## src/rtl/wifi_tx_frame_ctrl.sv

```systemverilog
// Frame sequencer between constellation mapper and OFDM block: gates SYM_LEN-sample symbols, flags the final symbol, raises TX-done irq.
// Latency: accepted mapper sample appears on ofdm_* one cycle later; DONE follows ofdm_finished by one cycle.
// Backpressure: src_ready is high only while streaming; mapper bubbles hold all counters, no stall from the OFDM side.
module wifi_tx_frame_ctrl #(
   parameter int SYM_LEN = 48,
   parameter int CNT_W   = 8,
   parameter int TIMEOUT = 4095
) (
   input  logic             clk,
   input  logic             reset,
   input  logic             start,
   input  logic [CNT_W-1:0] num_sym,
   input  logic             abort,
   input  logic             src_valid,
   input  logic [11:0]      src_re,
   input  logic [11:0]      src_im,
   output logic             src_ready,
   output logic             ofdm_valid,
   output logic [11:0]      ofdm_re,
   output logic [11:0]      ofdm_im,
   output logic             ofdm_last_sym,
   input  logic             ofdm_finished,
   output logic             busy,
   input  logic             irq_en,
   input  logic             irq_clear,
   output logic             tx_irq,
   output logic             err
);

   localparam int SAMP_W = (SYM_LEN > 1) ? $clog2(SYM_LEN) : 1;
   localparam int WD_W   = (TIMEOUT > 1) ? $clog2(TIMEOUT) : 1;

   localparam logic [SAMP_W-1:0] SAMP_LAST = SAMP_W'(SYM_LEN - 1);
   localparam logic [SAMP_W-1:0] SAMP_ONE  = SAMP_W'(1);
   localparam logic [WD_W-1:0]   WD_LAST   = WD_W'(TIMEOUT - 1);
   localparam logic [WD_W-1:0]   WD_ONE    = WD_W'(1);
   localparam logic [CNT_W-1:0]  SYM_ONE   = CNT_W'(1);

   typedef enum logic [1:0] {
      ST_IDLE,
      ST_STREAM,
      ST_DRAIN,
      ST_DONE
   } state_t;

   typedef struct packed {
      logic [11:0] re;
      logic [11:0] im;
   } samp_t;

   state_t              state_q;
   state_t              state_d;
   logic [CNT_W-1:0]    num_sym_q;
   logic [CNT_W-1:0]    sym_cnt_q;
   logic [SAMP_W-1:0]   samp_cnt_q;
   logic [WD_W-1:0]     wd_cnt_q;
   logic                irq_flag_q;
   logic                err_q;
   samp_t               out_q;
   logic                out_vld_q;
   logic                out_last_q;

   logic                start_ok;
   logic                start_zero;
   logic                accept;
   logic                samp_wrap;
   logic                on_last_sym;
   logic                frame_end;
   logic                wd_expire;
   logic                done_set;
   logic                abort_act;

   always_comb begin
      start_zero  = (state_q == ST_IDLE) && start && (num_sym == '0);
      start_ok    = (state_q == ST_IDLE) && start && (num_sym != '0);
      abort_act   = abort && (state_q != ST_IDLE);
      accept      = (state_q == ST_STREAM) && src_valid && !abort;
      samp_wrap   = (samp_cnt_q == SAMP_LAST);
      on_last_sym = (sym_cnt_q == (num_sym_q - SYM_ONE));
      frame_end   = accept && samp_wrap && on_last_sym;
      // finished takes priority over an expiring watchdog in the same cycle
      wd_expire   = (state_q == ST_DRAIN) && !ofdm_finished && !abort && (wd_cnt_q == WD_LAST);
      done_set    = (state_q == ST_DONE) && !abort;
   end

   always_comb begin
      state_d = state_q;
      case (state_q)
         ST_IDLE: begin
            if (start_ok) state_d = ST_STREAM;
         end
         ST_STREAM: begin
            if (abort)          state_d = ST_IDLE;
            else if (frame_end) state_d = ST_DRAIN;
         end
         ST_DRAIN: begin
            if (abort)                         state_d = ST_IDLE;
            else if (ofdm_finished || wd_expire) state_d = ST_DONE;
         end
         ST_DONE: begin
            state_d = ST_IDLE;
         end
         default: state_d = ST_IDLE;
      endcase
   end

   always_ff @(posedge clk) begin
      if (!reset) state_q <= ST_IDLE;
      else        state_q <= state_d;
   end

   always_ff @(posedge clk) begin
      if (!reset) begin
         num_sym_q  <= '0;
         sym_cnt_q  <= '0;
         samp_cnt_q <= '0;
      end else if (start_ok) begin
         num_sym_q  <= num_sym;
         sym_cnt_q  <= '0;
         samp_cnt_q <= '0;
      end else if (abort_act) begin
         sym_cnt_q  <= '0;
         samp_cnt_q <= '0;
      end else if (accept) begin
         if (samp_wrap) begin
            samp_cnt_q <= '0;
            if (sym_cnt_q != '1) sym_cnt_q <= sym_cnt_q + SYM_ONE;
         end else begin
            samp_cnt_q <= samp_cnt_q + SAMP_ONE;
         end
      end
   end

   // watchdog runs only in DRAIN and saturates at its terminal value
   always_ff @(posedge clk) begin
      if (!reset) begin
         wd_cnt_q <= '0;
      end else if (state_q != ST_DRAIN || abort) begin
         wd_cnt_q <= '0;
      end else if (wd_cnt_q != WD_LAST) begin
         wd_cnt_q <= wd_cnt_q + WD_ONE;
      end
   end

   always_ff @(posedge clk) begin
      if (!reset) begin
         out_q      <= '0;
         out_vld_q  <= 1'b0;
         out_last_q <= 1'b0;
      end else begin
         out_vld_q  <= accept;
         out_last_q <= accept && on_last_sym;
         if (accept) out_q <= '{re: src_re, im: src_im};
      end
   end

   always_ff @(posedge clk) begin
      if (!reset) begin
         irq_flag_q <= 1'b0;
         err_q      <= 1'b0;
      end else begin
         if (done_set)       irq_flag_q <= 1'b1;
         else if (irq_clear) irq_flag_q <= 1'b0;

         if (start_zero || wd_expire)  err_q <= 1'b1;
         else if (start_ok || irq_clear) err_q <= 1'b0;
      end
   end

   assign src_ready     = (state_q == ST_STREAM);
   assign busy          = (state_q != ST_IDLE);
   assign ofdm_valid    = out_vld_q;
   assign ofdm_re       = out_q.re;
   assign ofdm_im       = out_q.im;
   assign ofdm_last_sym = out_last_q;
   assign tx_irq        = irq_flag_q && irq_en;
   assign err           = err_q;

endmodule

```

## config.mk

```make
export PLATFORM = sky130hd
export DESIGN_NAME = wifi_tx_frame_ctrl
export DESIGN_NICKNAME = d
export VERILOG_FILES = /design/src/rtl/wifi_tx_frame_ctrl.sv
export SDC_FILE = /design/constraint.sdc
export NUM_CORES = 1
export LEC_CHECK = 0
export ABC_CLOCK_PERIOD_IN_PS = 2130
export CORE_MARGIN = 8
export CORE_UTILIZATION = 30
export DETAILED_ROUTE_END_ITERATION = 8
export HOLD_SLACK_MARGIN = 0.05
export SETUP_SLACK_MARGIN = 0.05
export SLEW_MARGIN = 20
export SYNTH_ARGS = -nofsm -noshare
export SYNTH_HDL_FRONTEND = slang
export SYNTH_SLANG_ARGS = --single-unit
```

## constraint.sdc

```tcl
create_clock -name clk -period 2.13 [get_ports clk]
set_input_delay 0.213 -clock clk [delete_from_list [all_inputs] [get_ports clk]]
set_output_delay 0.213 -clock clk [all_outputs]
set_load 0.01 [all_outputs]
```

==> results of run 1 <==
==> critical path, cell delays in order (launching register included) <==
cell,delay (ns)
sky130_fd_sc_hd__dfxtp_2,0.35
sky130_fd_sc_hd__or4_4,0.55
sky130_fd_sc_hd__o21a_1,0.21
sky130_fd_sc_hd__nor4_4,0.22
sky130_fd_sc_hd__o2111ai_1,0.23
sky130_fd_sc_hd__a31o_1,0.27
==> kinds of logic (layout without fill, tap and decap cells) <==
logic type,Yosys count,count (layout)
xor gates and xnor gates,32,32
muxes,1,1
AOI/OAI and AO/OA,57,57
DFF,64,64
buffers and inverters,21,98
and+or+nand+nor,158,158
adders and majority gates,5,5
==> metal layers <==
layer / wire [um] / up-vias
met1: 3250 / 1123
met4: 92 / 0
met3: 1010 / 12
li1: - / 1306
met2: 2900 / 72
met5: 0 / -
==> registers in the layout (all words and copies together), names as in the netlist <==
name	flops
sym_cnt_q	8
num_sym_q	8
ofdm_last_sym	1
ofdm_im	12
ofdm_valid	1
samp_cnt_q	6
err	1
wd_cnt_q	12
irq_flag_q	1
ofdm_re	12
state_q	2
==> per-stage QoR <==
stage / utilization, % / worst slack, ns / power [W] / hold WS (ns) / cells
after CTS: 41.7 / 0.0970 / 0.00273 / 0.394 / 548
final: 41.8 / 0.198 / 0.00268 / 0.421 / 548
after detailed placement: 39.4 / 0.0413 / 0.00156 / 0.460 / 532
after global placement: 39.4 / 0.0990 / 0.00156 / 0.449 / 532
after global routing: 41.8 / 0.0737 / 0.00281 / 0.417 / 548
after floorplan: - / 0.355 / 0.00141 / 0.349 / 338
==> synthesized netlist by cell type <==
| master | instances |
|---|---|
| sky130_fd_sc_hd__xnor2_1 | 15 |
| sky130_fd_sc_hd__or3_1 | 1 |
| sky130_fd_sc_hd__nor2b_1 | 8 |
| sky130_fd_sc_hd__xor2_1 | 17 |
| sky130_fd_sc_hd__clkbuf_1 | 11 |
| sky130_fd_sc_hd__nand3_1 | 9 |
| sky130_fd_sc_hd__a31o_1 | 1 |
| sky130_fd_sc_hd__a21oi_1 | 11 |
| sky130_fd_sc_hd__and4b_1 | 2 |
| sky130_fd_sc_hd__o2111a_1 | 2 |
| sky130_fd_sc_hd__nand2b_1 | 4 |
| sky130_fd_sc_hd__nand3_2 | 1 |
| sky130_fd_sc_hd__or4_1 | 3 |
| sky130_fd_sc_hd__or2_2 | 3 |
| sky130_fd_sc_hd__and3_1 | 4 |
| sky130_fd_sc_hd__or4_4 | 2 |
| sky130_fd_sc_hd__a211oi_1 | 1 |
| sky130_fd_sc_hd__nor3_1 | 8 |
| sky130_fd_sc_hd__nor4_1 | 1 |
| sky130_fd_sc_hd__ha_1 | 5 |
| sky130_fd_sc_hd__o21a_1 | 1 |
| sky130_fd_sc_hd__buf_2 | 5 |
| sky130_fd_sc_hd__dfxtp_1 | 64 |
| sky130_fd_sc_hd__a22oi_1 | 3 |
| sky130_fd_sc_hd__nand4_2 | 1 |
| sky130_fd_sc_hd__and2_1 | 3 |
| sky130_fd_sc_hd__nor4_4 | 1 |
| sky130_fd_sc_hd__o2111ai_1 | 2 |
| sky130_fd_sc_hd__o21ai_1 | 1 |
| sky130_fd_sc_hd__o21bai_1 | 1 |
| sky130_fd_sc_hd__mux2i_1 | 1 |
| sky130_fd_sc_hd__inv_1 | 5 |
| sky130_fd_sc_hd__a21boi_1 | 1 |
| sky130_fd_sc_hd__nand4_1 | 10 |
| sky130_fd_sc_hd__nand2_1 | 70 |
| sky130_fd_sc_hd__nor2_1 | 22 |
| sky130_fd_sc_hd__nor3b_1 | 4 |
| sky130_fd_sc_hd__o22ai_1 | 1 |
| sky130_fd_sc_hd__o21ai_0 | 2 |
| sky130_fd_sc_hd__nor4bb_1 | 1 |
| sky130_fd_sc_hd__a31oi_1 | 1 |
| sky130_fd_sc_hd__a21boi_0 | 29 |
==> placed cells by master (no fill, tap or decap), drive strengths merged <==
cell            n
clkbuf          9
clkdlybuf4s50  69
or2             3
nand3          10
o21ai           3
clkinv          2
o2111ai         2
nand2b          4
or4             5
inv             5
o21bai          1
dfxtp          64
a31o            1
or3             1
o22ai           1
nor2b           8
mux2i           1
o21a            1
clkinvlp        3
xnor2          15
a21oi          11
bufinv          2
xor2           17
ha              5
nand4          11
nor4bb          1
nand2          70
and3            4
a22oi           3
nor3b           4
nor3            8
o2111a          2
a211oi          1
and2            3
buf             8
nor2           22
a31oi           1
a21boi         30
and4b           2
nor4            2
==> timing repair <==
item,4_1_cts,5_1_grt
endpoints found under the hold margin,0,0
setup endpoints to repair,0,2
resized for setup,0,2
==> how the worst max path moves through the flow <==
stage,start,end,slack (ns),cells after the start
final,num_sym_q[0],state_q[0],0.20,5
after global routing,num_sym_q[0],state_q[0],0.07,8
after CTS,num_sym_q[0],state_q[0],0.1,5
after detailed placement,abort,state_q[0],0.04,7
after global placement,abort,state_q[0],0.1,7
after floorplan,num_sym_q[0],state_q[0],0.36,5
==> power by group through the flow <==
stage               clock (W)  combinational, W  sequential (W)
floorplan                   0          0.000143         0.00127
global placement            0          0.000291         0.00127
detailed placement          0          0.000294         0.00127
CTS                   0.00120          0.000296         0.00124
global route          0.00124          0.000326         0.00125
finish                0.00115          0.000294         0.00124
==> final cells by class <==
class,count,area (sq um)
Clock buffer,9,124
Clock inverter,7,96.3
Fill cell,977,5590
Sequential cell,64,1280
Multi-Input combinational cell,253,1570
Inverter,5,18.8
Tap cell,133,166
Timing Repair Buffer,77,751
==> metrics, run 1 <==
status finished, final reports clean; xor and xnor fraction of the mapped netlist area 9.62%; Detail Placement HPWL 5330 um; internal power consumption 0.00205 W; met1 Resource Use GR 13.4%; worst vdd rail ir drop 435 uV; x dimension of the die 115 um; logic gate share of total power 10.9%; CTS root buffer sky130_fd_sc_hd__clkbuf_8; global-route wire length before repair 12500 um; flop and latch count out of synthesis 64; number of iterations in the first detailed-routing pass 6; area fraction in and, or, nand and nor cells after synthesis 27.2%; global routing usage summed across all routing layers 12.1%; Layout Area Growth over Synthesis 37.5%; overall routed net length 7250 um; global-route track usage on met2 17.7%; number of inserted diodes 0; Yosys top cell area share 44.0%; upper clock frequency limit 517 MHz; Hold Path Depth 3; r2r worst-path depth 5; detail-routed net length per standard cell 13.2 um; CTS tree built; top post-synthesis cells by area sky130_fd_sc_hd__dfxtp_1 (44%), sky130_fd_sc_hd__nand2_1 (9.0%), sky130_fd_sc_hd__a21boi_0 (7.5%); GP Congestion 0.805; Mapped Area 2910 sq um; Hold Buf Count CTS 0; count of synthesis-stage warnings from yosys 0; distinct cell type count of the synthesized netlist 42; kind of start point of the critical path flip-flop; worst max-slew margin expressed relative to the limit 76.6%; worst-case clock buffer depth 2; worst-path fanout max 5; routed via count divided by cell count 4.59; number of antenna violations at the first check in global routing 0; Seq pwr share 46.3%; setup repair bufs after CTS 0; number of global-route vias before repair 2585; number of top-level design ports 70; share of cell area taken by muxes after synthesis 0.344%; required time of the critical path 2.37 ns; Remaining Overflow, GRT 0; Compound-Gate Fraction of Synth Area 13.8%; final instance area 4010 sq um; RSZ-0062 raised after global routing no; final worst path period need 1.93 ns; setup violators final 0; type of element capturing the critical path flip-flop; Clk network pwr share 42.8%; met3 track demand over resource in global routing 8.60%; Antenna Violating Nets Remaining 0; cts bufs inserted 9; reported leakage power 1.36 nW; Period Utilization, post-route 90.7%; arrival time at the worst endpoint 2.17 ns; clk sinks 64; maximum level of the CTS H-tree 3; vias after detailed routing 2513; post-synthesis cell type with the largest combined area sky130_fd_sc_hd__dfxtp_1; proportion of total power due to net switching 23.8%; CORE AREA 9590 sq um; Post-Route Setup TNS 0 ns; worst reg-to-reg setup slack 0.20 ns; number of pins with negative max-slew slack in the final report 0; hold endpoint ofdm_im[9]; First DRT Iteration DRCs 64; num rows 36; fraction of layout cells with a size suffix above 1 8.43%; total of buffers placed on input and output ports 69; maximum number of pins on one net before global-route repair 39; Psw 0.000639 W; Tightest Pin Transition 0.351 ns; adder-cell area share of the yosys netlist 2.15%; placement-stage cell area 3780 sq um; initial standard-cell utilization of the core 30.4%; Cell Pwr Density 670 nW/um^2; category of the critical setup timing path reg -> reg; Die ar. 13100 sq um; worst hold-check path type in -> reg; clock latency reported for the late side of the worst-skew pair 0.34 ns; largest family of logic cells by synthesized area simple AND/OR/NAND/NOR gates; number of max-capacitance violations reported 0; sequential area share after synthesis 44.0%; number of endpoints with negative hold slack in the final report 0; Reg-to-Reg End state_q[0]; Post-route DRC 0; number of nets in the layout 455; instance count of the mapped netlist 338; global route hottest layer met2; synthesized net count 383; launching point of the worst reg2reg path num_sym_q[0]; average cell area after synthesis 8.62 sq um; clk_skew 0.00868 ns; vertical die dimension 115 um; launch point of the worst hold path src_im[9]; CTS clk-pin slew, worst paths 0.08 ns
Note: power is estimated with default switching activity, not from simulation.
==> run 2, diff against run 1 <==
- SETUP_SLACK_MARGIN: 0.05 -> unset
==> run 2 against run 1 <==
  * Maximum frequency is 1.4% lower
  * Die area did not move
  * Design area is essentially flat
  * Cell count unchanged
  * Power hardly changed
  * Largest cell class unchanged
  * Highest routed layer unchanged
  * Sequential power about the same
  * Critical path depth is the same
==> metrics, run 2 (same netlist as run 1, synthesis figures left out) <==
Layout Area Growth over Synthesis 37.5%; vertical die dimension 115 um; number of iterations in the first detailed-routing pass 6; cts bufs inserted 9; total of buffers placed on input and output ports 69; setup violators final 0; number of inserted diodes 0; RSZ-0062 raised after global routing no; category of the critical setup timing path reg -> reg; arrival time at the worst endpoint 2.20 ns; Period Utilization, post-route 92.0%; overall routed net length 7240 um; fillcell total 976; logic gate share of total power 10.9%; GP Congestion 0.805; clk sinks 64; type of element capturing the critical path flip-flop; internal power consumption 0.00205 W; final worst path period need 1.96 ns; required time of the critical path 2.37 ns; Post-Route Setup TNS 0 ns; Post-route DRC 0; worst-case clock buffer depth 2; Detail Placement HPWL 5330 um; final standard cell utilization of the core 41.7%; CORE AREA 9590 sq um; worst max-slew margin expressed relative to the limit 76.3%; launching point of the worst reg2reg path num_sym_q[0]; fraction of layout cells with a size suffix above 1 8.19%; clk_skew 0.00869 ns; highest-count cells in the layout ignoring fill and taps sky130_fd_sc_hd__nand2_1 (70), sky130_fd_sc_hd__clkdlybuf4s50_1 (69), sky130_fd_sc_hd__dfxtp_1 (64); most common cell after layout, fill and taps aside sky130_fd_sc_hd__nand2_1; combined area of the multi-input logic cells 1570 sq um; Remaining Overflow, GRT 0; number of top-level design ports 70; setup repair bufs after CTS 0; routed via count divided by cell count 4.60; Clk network pwr share 42.8%; upper clock frequency limit 510 MHz; reported leakage power 1.36 nW; Psw 0.000639 W; launch point of the worst hold path src_im[9]; status finished, final reports clean; clock latency reported for the late side of the worst-skew pair 0.34 ns; number of global-route vias before repair 2585; Seq pwr share 46.3%; proportion of total power due to net switching 23.8%; First DRT Iteration DRCs 72; global routing usage summed across all routing layers 12.1%; Antenna Violating Nets Remaining 0; Tightest Pin Transition 0.355 ns; CTS tree built; global-route wire length before repair 12500 um; CTS clk-pin slew, worst paths 0.08 ns; number of antenna violations at the first check in global routing 0; vias after detailed routing 2520; Die ar. 13100 sq um; maximum level of the CTS H-tree 3; CTS root buffer sky130_fd_sc_hd__clkbuf_8; detail-routed net length per standard cell 13.2 um; launch point of the critical path num_sym_q[0]; x dimension of the die 115 um; maximum number of pins on one net before global-route repair 39; worst-path fanout max 5; number of nets in the layout 455; worst hold-check path type in -> reg; number of max-capacitance violations reported 0; initial standard-cell utilization of the core 30.4%; Cell Pwr Density 670 nW/um^2; worst vdd rail ir drop 435 uV; number of pins with negative max-slew slack in the final report 0; Seq. cell area 1280 sq um; worst reg-to-reg setup slack 0.17 ns; kind of start point of the critical path flip-flop; num rows 36; number of endpoints with negative hold slack in the final report 0
run 2: power groups by stage:
stage	registers [W]	logic [W]	clock network, W
detailed placement	0.00127	0.000294	0
global route	0.00125	0.000326	0.00124
global placement	0.00127	0.000291	0
floorplan	0.00127	0.000143	0
finish	0.00124	0.000293	0.00115
CTS	0.00124	0.000296	0.00120
run 2: metal layers:
layer / share of wire [%] / global-route usage, % / vias to the layer above
met5: 0 / 0 / -
met4: 1.3 / 3.73 / 0
met3: 14 / 8.60 / 12
met2: 40 / 17.7 / 78
met1: 44 / 13.4 / 1128
li1: - / - / 1302
run 2: timing repair:
action                     CTS  global route
gates resized for setup      0             1
hold buffers                 0             0
setup endpoints to repair    0             1
hold endpoints to repair     0             0
run 2: final timing paths:
path,endpoint,cells after the start
worst max register to register,state_q[0],5
worst min register to register,ofdm_im[5],2
worst max-delay path,state_q[0],5
worst min-delay path,ofdm_im[9],3
run 2: through the flow:
step	area, sq um	total power, W	setup slack [ns]	instances	hold slack, ns
final	4010	0.00268	0.171	548	0.421
after global routing	4010	0.00281	0.0283	548	0.417
after CTS	4000	0.00273	0.0970	548	0.394
after detailed placement	3780	0.00156	0.0413	532	0.460
after global placement	3780	0.00156	0.0990	532	0.449
after floorplan	2910	0.00141	0.355	338	0.349
run 2: critical path: stages (launching register included):
cell and delay [ns]:
sky130_fd_sc_hd__dfxtp_1 0.37, sky130_fd_sc_hd__or4_4 0.56, sky130_fd_sc_hd__o21a_1 0.21, sky130_fd_sc_hd__nor4_4 0.22, sky130_fd_sc_hd__o2111ai_1 0.23, sky130_fd_sc_hd__a31o_1 0.27
run 2: area by class of cell:
type                       count  share of cell area (%)
sequential                    64                    32.0
clock inverter                 7                    2.41
inverter                       5                   0.469
multi-input combinational    253                    39.1
clock buffer                   9                    3.09
timing repair buffer          77                    18.7
tap                          133                    4.15
